--- config.mk ---
export PLATFORM = sky130hd
export DESIGN_NAME = wavetable_loader_flat
export DESIGN_NICKNAME = d
export VERILOG_FILES = /design/src/rtl/wavetable_loader_if.sv /design/src/rtl/wavetable_loader.sv /design/src/flat_wrapper.sv
export SDC_FILE = /design/constraint.sdc
export NUM_CORES = 1
export LEC_CHECK = 0
export ABC_AREA = 1
export ABC_CLOCK_PERIOD_IN_PS = 1600
export CORE_ASPECT_RATIO = 0.9
export CORE_MARGIN = 1.5
export CORE_UTILIZATION = 45
export CTS_BUF_LIST = sky130_fd_sc_hd__clkbuf_2
export DETAILED_ROUTE_END_ITERATION = 8
export HOLD_SLACK_MARGIN = 0.03
export PLACE_DENSITY = 0.74
export SLEW_MARGIN = 20
export SYNTH_ARGS = -nofsm -noshare
export SYNTH_HDL_FRONTEND = slang
export SYNTH_SLANG_ARGS = --single-unit
export TNS_END_PERCENT = 30
--- constraint.sdc ---
create_clock -name clk -period 1.6 [get_ports clk]
set_input_delay 0.4 -clock clk [delete_from_list [all_inputs] [get_ports clk]]
set_output_delay 0.4 -clock clk [all_outputs]
set_load 0.02 [all_outputs]
--- src/rtl/wavetable_loader_if.sv ---
// Sample stream and RAM port-B signals of the waveform table writer.
interface wavetable_loader_if #(
    parameter int ADDR_W = 16,
    parameter int DATA_W = 16
) ();
    logic              s_valid;
    logic [DATA_W-1:0] s_data;
    logic              s_ready;
    logic              ram_we;
    logic [ADDR_W-1:0] ram_addr;
    logic [DATA_W-1:0] ram_din;

    // master drives samples and observes the RAM port; slave is the loader
    modport master (
        output s_valid, s_data,
        input  s_ready, ram_we, ram_addr, ram_din
    );
    modport slave (
        input  s_valid, s_data,
        output s_ready, ram_we, ram_addr, ram_din
    );
endinterface

--- src/rtl/wavetable_loader.sv ---
// Streams 16-bit samples into port B of the waveform RAM, one word per clock,
// with abort support and a running checksum of the words written.
module wavetable_loader #(
    parameter int ADDR_W = 16,
    parameter int DATA_W = 16
) (
    input  logic              clk,
    input  logic              rst_n,
    input  logic              start,
    input  logic              abort,
    input  logic [ADDR_W-1:0] base_addr,
    input  logic [ADDR_W:0]   length,
    wavetable_loader_if.slave bus,
    output logic              busy,
    output logic              done,
    output logic              aborted,
    output logic [DATA_W-1:0] checksum
);
    typedef enum logic [1:0] {IDLE, LOAD, FLUSH} state_t;

    state_t            state, state_nx;
    logic [ADDR_W-1:0] addr_ptr;
    logic [ADDR_W:0]   remaining;
    logic              accept;
    logic              last;

    // abort wins over a handshake on the same edge
    assign accept      = (state == LOAD) && bus.s_valid && !abort;
    assign last        = (remaining == {{ADDR_W{1'b0}}, 1'b1});
    assign bus.s_ready = (state == LOAD);

    always_comb begin
        state_nx = state;
        case (state)
            IDLE:    if (start && (length != '0)) state_nx = LOAD;
            LOAD: begin
                if (abort)                state_nx = IDLE;
                else if (accept && last)  state_nx = FLUSH;
            end
            FLUSH:   state_nx = IDLE;
            default: state_nx = IDLE;
        endcase
    end

    always_ff @(posedge clk or negedge rst_n) begin
        if (!rst_n) state <= IDLE;
        else        state <= state_nx;
    end

    always_ff @(posedge clk or negedge rst_n) begin
        if (!rst_n) begin
            addr_ptr     <= '0;
            remaining    <= '0;
            checksum     <= '0;
            bus.ram_we   <= 1'b0;
            bus.ram_addr <= '0;
            bus.ram_din  <= '0;
            busy         <= 1'b0;
            done         <= 1'b0;
            aborted      <= 1'b0;
        end else begin
            bus.ram_we <= 1'b0;
            done       <= 1'b0;
            aborted    <= 1'b0;
            busy       <= (state_nx != IDLE);
            case (state)
                IDLE: begin
                    if (start) begin
                        addr_ptr  <= base_addr;
                        remaining <= length;
                        checksum  <= '0;
                        // an empty job completes without ever leaving IDLE
                        if (length == '0) done <= 1'b1;
                    end
                end
                LOAD: begin
                    if (abort) begin
                        aborted <= 1'b1;
                    end else if (accept) begin
                        bus.ram_we   <= 1'b1;
                        bus.ram_addr <= addr_ptr;
                        bus.ram_din  <= bus.s_data;
                        addr_ptr     <= addr_ptr + 1'b1;
                        remaining    <= remaining - 1'b1;
                        checksum     <= checksum + bus.s_data;
                    end
                end
                FLUSH: begin
                    if (abort) aborted <= 1'b1;
                    else       done    <= 1'b1;
                end
                default: ;
            endcase
        end
    end
endmodule

--- src/flat_wrapper.sv ---
// flat-port wrapper written by rule: the top's interface ports become plain ports
module wavetable_loader_flat 
#(
    parameter int ADDR_W = 16,
    parameter int DATA_W = 16
)
  (clk, rst_n, start, abort, base_addr, length, busy, done, aborted, checksum, bus_s_valid, bus_s_data, bus_s_ready, bus_ram_we, bus_ram_addr, bus_ram_din);
  wavetable_loader_if #(.ADDR_W(ADDR_W), .DATA_W(DATA_W)) bus_i ();
  input  logic clk;
  input  logic rst_n;
  input  logic start;
  input  logic abort;
  input  logic [ADDR_W-1:0] base_addr;
  input  logic [ADDR_W:0] length;
  output logic busy;
  output logic done;
  output logic aborted;
  output logic [DATA_W-1:0] checksum;
  input wire logic [$bits(bus_i.s_valid)-1:0] bus_s_valid;
  input wire logic [$bits(bus_i.s_data)-1:0] bus_s_data;
  output wire logic [$bits(bus_i.s_ready)-1:0] bus_s_ready;
  output wire logic [$bits(bus_i.ram_we)-1:0] bus_ram_we;
  output wire logic [$bits(bus_i.ram_addr)-1:0] bus_ram_addr;
  output wire logic [$bits(bus_i.ram_din)-1:0] bus_ram_din;
  assign bus_i.s_valid = bus_s_valid;
  assign bus_i.s_data = bus_s_data;
  assign bus_s_ready = bus_i.s_ready;
  assign bus_ram_we = bus_i.ram_we;
  assign bus_ram_addr = bus_i.ram_addr;
  assign bus_ram_din = bus_i.ram_din;
  wavetable_loader #(.ADDR_W(ADDR_W), .DATA_W(DATA_W)) u_core (.clk(clk), .rst_n(rst_n), .start(start), .abort(abort), .base_addr(base_addr), .length(length), .bus(bus_i), .busy(busy), .done(done), .aborted(aborted), .checksum(checksum));
endmodule
==> run summary, run 1 <==
count of flip-flops with a built-in enable after synthesis - 0
WL/cell - 13.7 µm
NumNets Final - 1054
top cell type's share of synthesized area - 40.7%
status - finished with violations
H-tree levels - 3
clk root buf - clkbuf_2
cell type with the largest total area after synthesis - dfrtp_1
crit end category - flop
Cell Rows - 37
Top FF cell, synth - dfrtp_1
first-pass GRT wire length - 24400 µm
Setup CP Type - flop to flop
Post-Syn Area per Cell - 7.00 µm²
syn_nets - 840
All-Layer GR Usage - 24.2%
Worst EP arrival - 2.37 ns
worst-path fanout max - 8
worst rel slew slack - 72.6%
FF+latch count, synth - 87
final worst path period need - 1.85 ns
Min-Delay Path Class - primary input to async pin
most common cell in the netlist - nand2_1
period utilisation layout - 115%
CP required - 2.12 ns
total gr overflow - 0
number of global-route vias before repair - 5112
fin util - 69.4%
crit start category - flop
Final Slew Violations - 0
vias per cell - 5.00
Setup violations, final - 64
Yosys warning total - 0
Async S/R FF share, synth - 100%
Max VDD drop - 1.19 mV
total CTS buffers - 9
largest cells by area after synthesis - dfrtp_1 (41%), nand2_1 (19%), inv_1 (6.3%), nor2_1 (5.3%), nand3_1 (5.0%)
clk slew on worst S/H paths - 0.26 ns
DRC viols - 0
Max Cap Viol - 0
Post-DP HPWL - 10600 µm
pre-CTS setup slack - -0.619 ns
RSZ-0062 raised after global routing - true
core area - 0.0115 mm²
clock tree buffer depth - 2
Seq/Total Area, Yosys - 40.7%
Die H - 106 µm
layout cell share with drive strength beyond 1 - 28.0%
Die X - 118 µm
synth cell count leaders - nand2_1 (275), inv_1 (90), dfrtp_1 (87), nor2_1 (76), nand3_1 (53)
Synth cell types - 37
Mapped Area - 0.00535 mm²
post-synthesis cell count - 764
vias after detailed routing - 5693
failing checks - setup timing
Buffers on Ports - 106
worst-margin pin slew - 0.412 ns
# diodes - 0
Initial Utilization - 46.4%
pin count of the biggest net entering global routing - 42
pwr dens - 1910 mW/mm²
Final Hold Viols - 0
worst setup margin - -0.248 ns
CTS tree - built
clock tree sinks - 87
clock skew - 0.0277 ns
Reg2Reg Setup Slack - -0.25 ns
iteration count of the initial detailed-routing pass - 5
initial antenna violation count - 0
Clk Latency, worst-skew pair - 0.57 ns
Worst R2R Start - u_core.state[1]$_DFF_PN0_
Layout area overhead - 49.6%
Routed WL - 15600 µm
GPL Wtd Cong - 0.881
Die Footprint - 0.0125 mm²
1st-iter DRT viols - 522
r2r worst-path depth - 11
fmax - 541 MHz
CP startpoint - u_core.state[1]$_DFF_PN0_
leakage - 4.11 nW
IO Pins - 107
ANT nets after route - 0
sequential cells by signal, summed over array words and instances (netlist names):
register,count
u_core.bus.ram_we,1
u_core.done,1
u_core.remaining,17
u_core.bus.ram_addr,16
u_core.addr_ptr,16
u_core.checksum,16
u_core.aborted,1
u_core.busy,1
u_core.bus.ram_din,16
u_core.state,2
cell usage in the layout, fill, tap and decap left out, drive strengths merged:
cell           count
dfrtp             87
a22o               2
o2bb2ai            1
a22oi              3
nor3              11
nand2            278
xor2               4
nor2              78
a21oi             25
clkinv             3
o21bai             1
xnor2              1
o21ai             49
o31ai              2
ha                21
clkdlybuf4s50     52
buf              168
a21o               2
dlygate4sd3        1
fa                 1
inv               93
nand3             53
or2                6
a211oi             2
and2               1
nand4             11
clkbuf            14
clkinvlp           3
o22ai              4
a31oi              3
nand3b             1
o211ai             2
power by group:
group          switching, mW  total, mW  internal [mW]
Sequential             0.803       4.02           3.22
Combinational           5.58       10.3           4.67
Clock                  0.820       1.04          0.218
Total                   7.20       15.3           8.11
worst max-delay path: stages, from the launching register on:
cell and delay [ns]:
dfrtp_1 0.44, inv_2 0.08, ha_4 0.20, clkinv_4 0.07, nor2_4 0.13, nand2_4 0.08, o21ai_4 0.10, nand2_8 0.12
nor2_4 0.19, buf_12 0.17, nand2_4 0.06, o21ai_4 0.15
metal layers:
metal,up-vias,share of wire (%),track usage (%)
met5,-,0,0
met4,0,1.6,6.53
met3,25,5.9,4.83
met2,174,46,39.2
met1,2634,46,33.2
li1,2860,-,-
cell families after synthesis:
| logic type | after synthesis | synth area share [%] |
|---|---|---|
| simple gates | 438 | 33.6 |
| buf+inv | 116 | 9.29 |
| compound gates | 96 | 10.3 |
| flops | 87 | 40.7 |
| fa+ha+maj | 22 | 5.29 |
| xor+xnor | 5 | 0.819 |
timing repair:
action | in CTS | in global routing
buffers inserted | 22 | 13
setup endpoints to repair | 104 | 113
pin swaps | 2 | 31
hold buffers | 1 | 0
hold endpoints to repair | 71 | 0
gates resized for setup | 288 | 101
gates cloned | 0 | 5
area by class of cell:
type,count,area [µm²]
inverters,93,369
well taps,156,195
fillers,940,3530
flip-flops and latches,87,2180
clock inverters,6,45.0
clock buffers,10,50.0
repair buffers,225,2080
multi-input cells,562,3080
final timing paths:
check	endpoint
setup / recovery	u_core.checksum[6]$_DFFE_PN0P_
hold / removal	u_core.checksum[0]$_DFFE_PN0P_
setup reg to reg	u_core.checksum[6]$_DFFE_PN0P_
hold reg to reg	u_core.bus.ram_din[8]$_DFFE_PN0P_
max in group asynchronous	u_core.addr_ptr[9]$_DFFE_PN0P_
min in group clk	u_core.addr_ptr[1]$_DFFE_PN0P_
metrics by stage:
step	hold WS, ns	setup TNS (ns)	cells	instance area [µm²]	power (mW)
3_5_place_dp	0.353	-23.66	1084	7150	12.4
6_report	0.251	-8.35	1139	8000	15.3
4_1_cts	0.224	-7.27	1123	7410	13.9
2_1_floorplan	0.104	-2.50	764	5380	8.95
5_1_grt	0.239	-15.67	1139	8000	16.5
3_3_place_gp	0.355	-21.46	1084	7150	12.3
Power figures use the tool's default switching activity.
==> run 2: changes to the inputs <==
--- a/config.mk
+++ b/config.mk
@@ -6,14 +6,14 @@
 export NUM_CORES = 1
 export LEC_CHECK = 0
 export ABC_AREA = 1
-export ABC_CLOCK_PERIOD_IN_PS = 1600
+export ABC_CLOCK_PERIOD_IN_PS = 1850
 export CORE_ASPECT_RATIO = 0.9
 export CORE_MARGIN = 1.5
 export CORE_UTILIZATION = 45
 export CTS_BUF_LIST = sky130_fd_sc_hd__clkbuf_2
 export DETAILED_ROUTE_END_ITERATION = 8
 export HOLD_SLACK_MARGIN = 0.03
-export PLACE_DENSITY = 0.74
+export PLACE_DENSITY = 0.71
 export SLEW_MARGIN = 20
 export SYNTH_ARGS = -nofsm -noshare
 export SYNTH_HDL_FRONTEND = slang
==> constraint.sdc (replaced) <==
create_clock -name clk -period 1.85 [get_ports clk]
set_input_delay 0.4625 -clock clk [delete_from_list [all_inputs] [get_ports clk]]
set_output_delay 0.4625 -clock clk [all_outputs]
set_load 0.02 [all_outputs]
==> run summary, run 2 (synthesis results as in run 1) <==
CP required - 1.39 ns (was 2.12 ns)
final worst path period need - 1.89 ns
clk root buf - clkbuf_2 (unchanged)
layout cell share with drive strength beyond 1 - 14.3% (was 28.0%)
CP bufs+invs - 2 (was 3)
crit end category - output port (was flop)
multi-input logic area - 0.00275 mm² (was 0.00308 mm²)
worst-path fanout max - 4 (was 8)
worst setup margin - -0.0401 ns (was -0.248 ns)
Max Cap Viol - 0 (unchanged)
# diodes - 0 (unchanged)
sequence of cells on the critical path - inv_2 > ha_4 > buf_6 (was inv_2 > ha_4 > clkinv_4 > nor2_4 > nand2_4 > o21ai_4 > nand2_8 > nor2_4 > buf_12 > nand2_4 > o21ai_4)
fin util - 60.8% (was 69.4%)
Layout area overhead - 31.1% (was 49.6%)
Min-Delay Path Class - primary input to async pin (unchanged)
Largest register FFs - 17 (unchanged)
worst rel slew slack - 63.4% (was 72.6%)
commonest non-fill, non-tap cell in the layout - nand2_1 (unchanged)
FF/Latch Area - 0.00218 mm² (about the same)
period utilisation layout - 102%
clock tree buffer depth - 2 (unchanged)
WL/cell - 13.5 µm (was 13.7 µm)
DRC viols - 0 (unchanged)
vias per cell - 5.05 (was 5.00)
Worst R2R Start - u_core.state[0]$_DFF_PN0_ (was u_core.state[1]$_DFF_PN0_)
most frequent cells in the layout - nand2_1 (274), inv_1 (89), dfrtp_1 (86), nor2_1 (75), clkdlybuf4s50_1 (52) (was nand2_1 (255), inv_1 (88), buf_4 (87), dfrtp_1 (85), nor2_1 (71))
failing checks - setup timing (unchanged)
CTS tree - built (unchanged)
fmax - 529 MHz
ANT nets after route - 0 (unchanged)
Most flops, register - u_core.remaining (unchanged)
vias after detailed routing - 5427 (was 5693)
Initial Utilization - 46.4% (unchanged)
Worst EP arrival - 1.43 ns (was 2.37 ns)
number of global-route vias before repair - 5236 (was 5112)
Setup CP Type - flop to output port (was flop to flop)
fillers - 1078 (was 940)
first-pass GRT wire length - 23900 µm (was 24400 µm)
GPL Wtd Cong - 0.888 (was 0.881)
crit start category - flop (unchanged)
clock skew - 0.0280 ns (was 0.0277 ns)
iteration count of the initial detailed-routing pass - 5 (unchanged)
Buffers on Ports - 106 (unchanged)
total gr overflow - 0 (unchanged)
IO Pins - 107 (unchanged)
Clk Latency, worst-skew pair - 0.57 ns (about the same)
Final Slew Violations - 0 (unchanged)
Routed WL - 14500 µm (was 15600 µm)
All-Layer GR Usage - 23.4% (was 24.2%)
Die H - 106 µm (unchanged)
Cell Count, Final, Fillers Out - 1075 (was 1139)
clk slew on worst S/H paths - 0.25 ns (was 0.26 ns)
Die Footprint - 0.0125 mm² (unchanged)
leakage - 3.69 nW (was 4.11 nW)
Final Hold Viols - 0 (unchanged)
Die X - 118 µm (unchanged)
Setup violations, final - 1 (was 64)
Cell Rows - 37 (unchanged)
RSZ-0062 raised after global routing - true (unchanged)
worst-margin pin slew - 0.545 ns (was 0.412 ns)
pwr dens - 1630 mW/mm² (was 1910 mW/mm²)
kind of cell adding the most delay to the critical path - flip-flops (was simple AND/OR/NAND/NOR gates)
Max VDD drop - 0.732 mV (was 1.19 mV)
initial antenna violation count - 0 (unchanged)
Slowest-stage cell, CP - dfrtp_1 (unchanged)
pin count of the biggest net entering global routing - 54 (was 42)
core area - 0.0115 mm² (unchanged)
total CTS buffers - 9 (unchanged)
post-placement cell count - 1048 (was 1084)
status - finished with violations (unchanged)
clock tree sinks - 87 (unchanged)
CP startpoint - u_core.state[1]$_DFF_PN0_ (unchanged)
NumNets Final - 990 (was 1054)
1st-iter DRT viols - 366 (was 522)
Worst path max stage delay - 0.45 ns (was 0.44 ns)
H-tree levels - 3 (unchanged)
Post-DP HPWL - 10600 µm (about the same)
## run 2: report_power, final
part,internal (mW),total (mW),leakage (nW),switching [mW]
Clock,0.435,1.12,0.0746,0.687
Sequential,2.78,3.49,1.08,0.702
Combinational,2.68,6.80,2.53,4.12
Total,5.90,11.4,3.69,5.51
## run 2: layout make-up
type                    count  area share, %
multi-input cells         561           39.2
clock inverters             7           1.25
flip-flops and latches     87           31.1
inverters                  93           5.12
clock buffers               9          0.643
repair buffers            162           19.9
well taps                 156           2.78
## run 2: path summary, 6_finish.rpt
path	end	slack (ns)	cells past startpoint
max	bus_s_ready	-0.04	3
min	u_core.bus.ram_addr[1]$_DFFE_PN0P_	0.38	3
max reg2reg	u_core.checksum[1]$_DFFE_PN0P_	0.08	7
min reg2reg	u_core.bus.ram_din[1]$_DFFE_PN0P_	0.52	2
max in group asynchronous	u_core.remaining[6]$_DFFE_PN0P_	1.22	3
min in group clk	u_core.bus.ram_din[11]$_DFFE_PN0P_	0.45	3
## run 2: routing by layer
metal / global-route usage, % / part of all wire [%] / wire length [µm]
met5: 0 / 0 / 0
met1: 29.7 / 45 / 6570
met3: 5.47 / 5.5 / 800
met2: 39.1 / 47 / 6790
met4: 8.80 / 2.0 / 296
## run 2: repair_timing
| action | in CTS | in global routing |
|---|---|---|
| pin swaps | 0 | 3 |
| hold endpoints to repair | 87 | 0 |
| buffers inserted | 7 | 3 |
| gates resized for setup | 69 | 90 |
| endpoints found under the setup margin | 57 | 90 |
| hold buffers | 1 | 0 |
## run 2: worst min-delay path: stages
cell and delay (ns):
dlygate4sd3_1 0.53, buf_4 0.14, buf_12 0.23
## run 2: through the flow
stage	instance area (µm²)	total power, mW	setup WS (ns)	hold slack, ns	TNS, ns
2_1_floorplan	5350	7.68	0.0120	0.167	0
3_3_place_gp	6860	10.2	-0.387	0.460	-7.68
3_5_place_dp	6860	10.4	-0.456	0.466	-10.25
4_1_cts	7010	11.3	-0.0790	0.356	-0.0790
5_1_grt	7010	12.4	-0.137	0.340	-0.395
6_report	7010	11.4	-0.0401	0.376	-0.0401
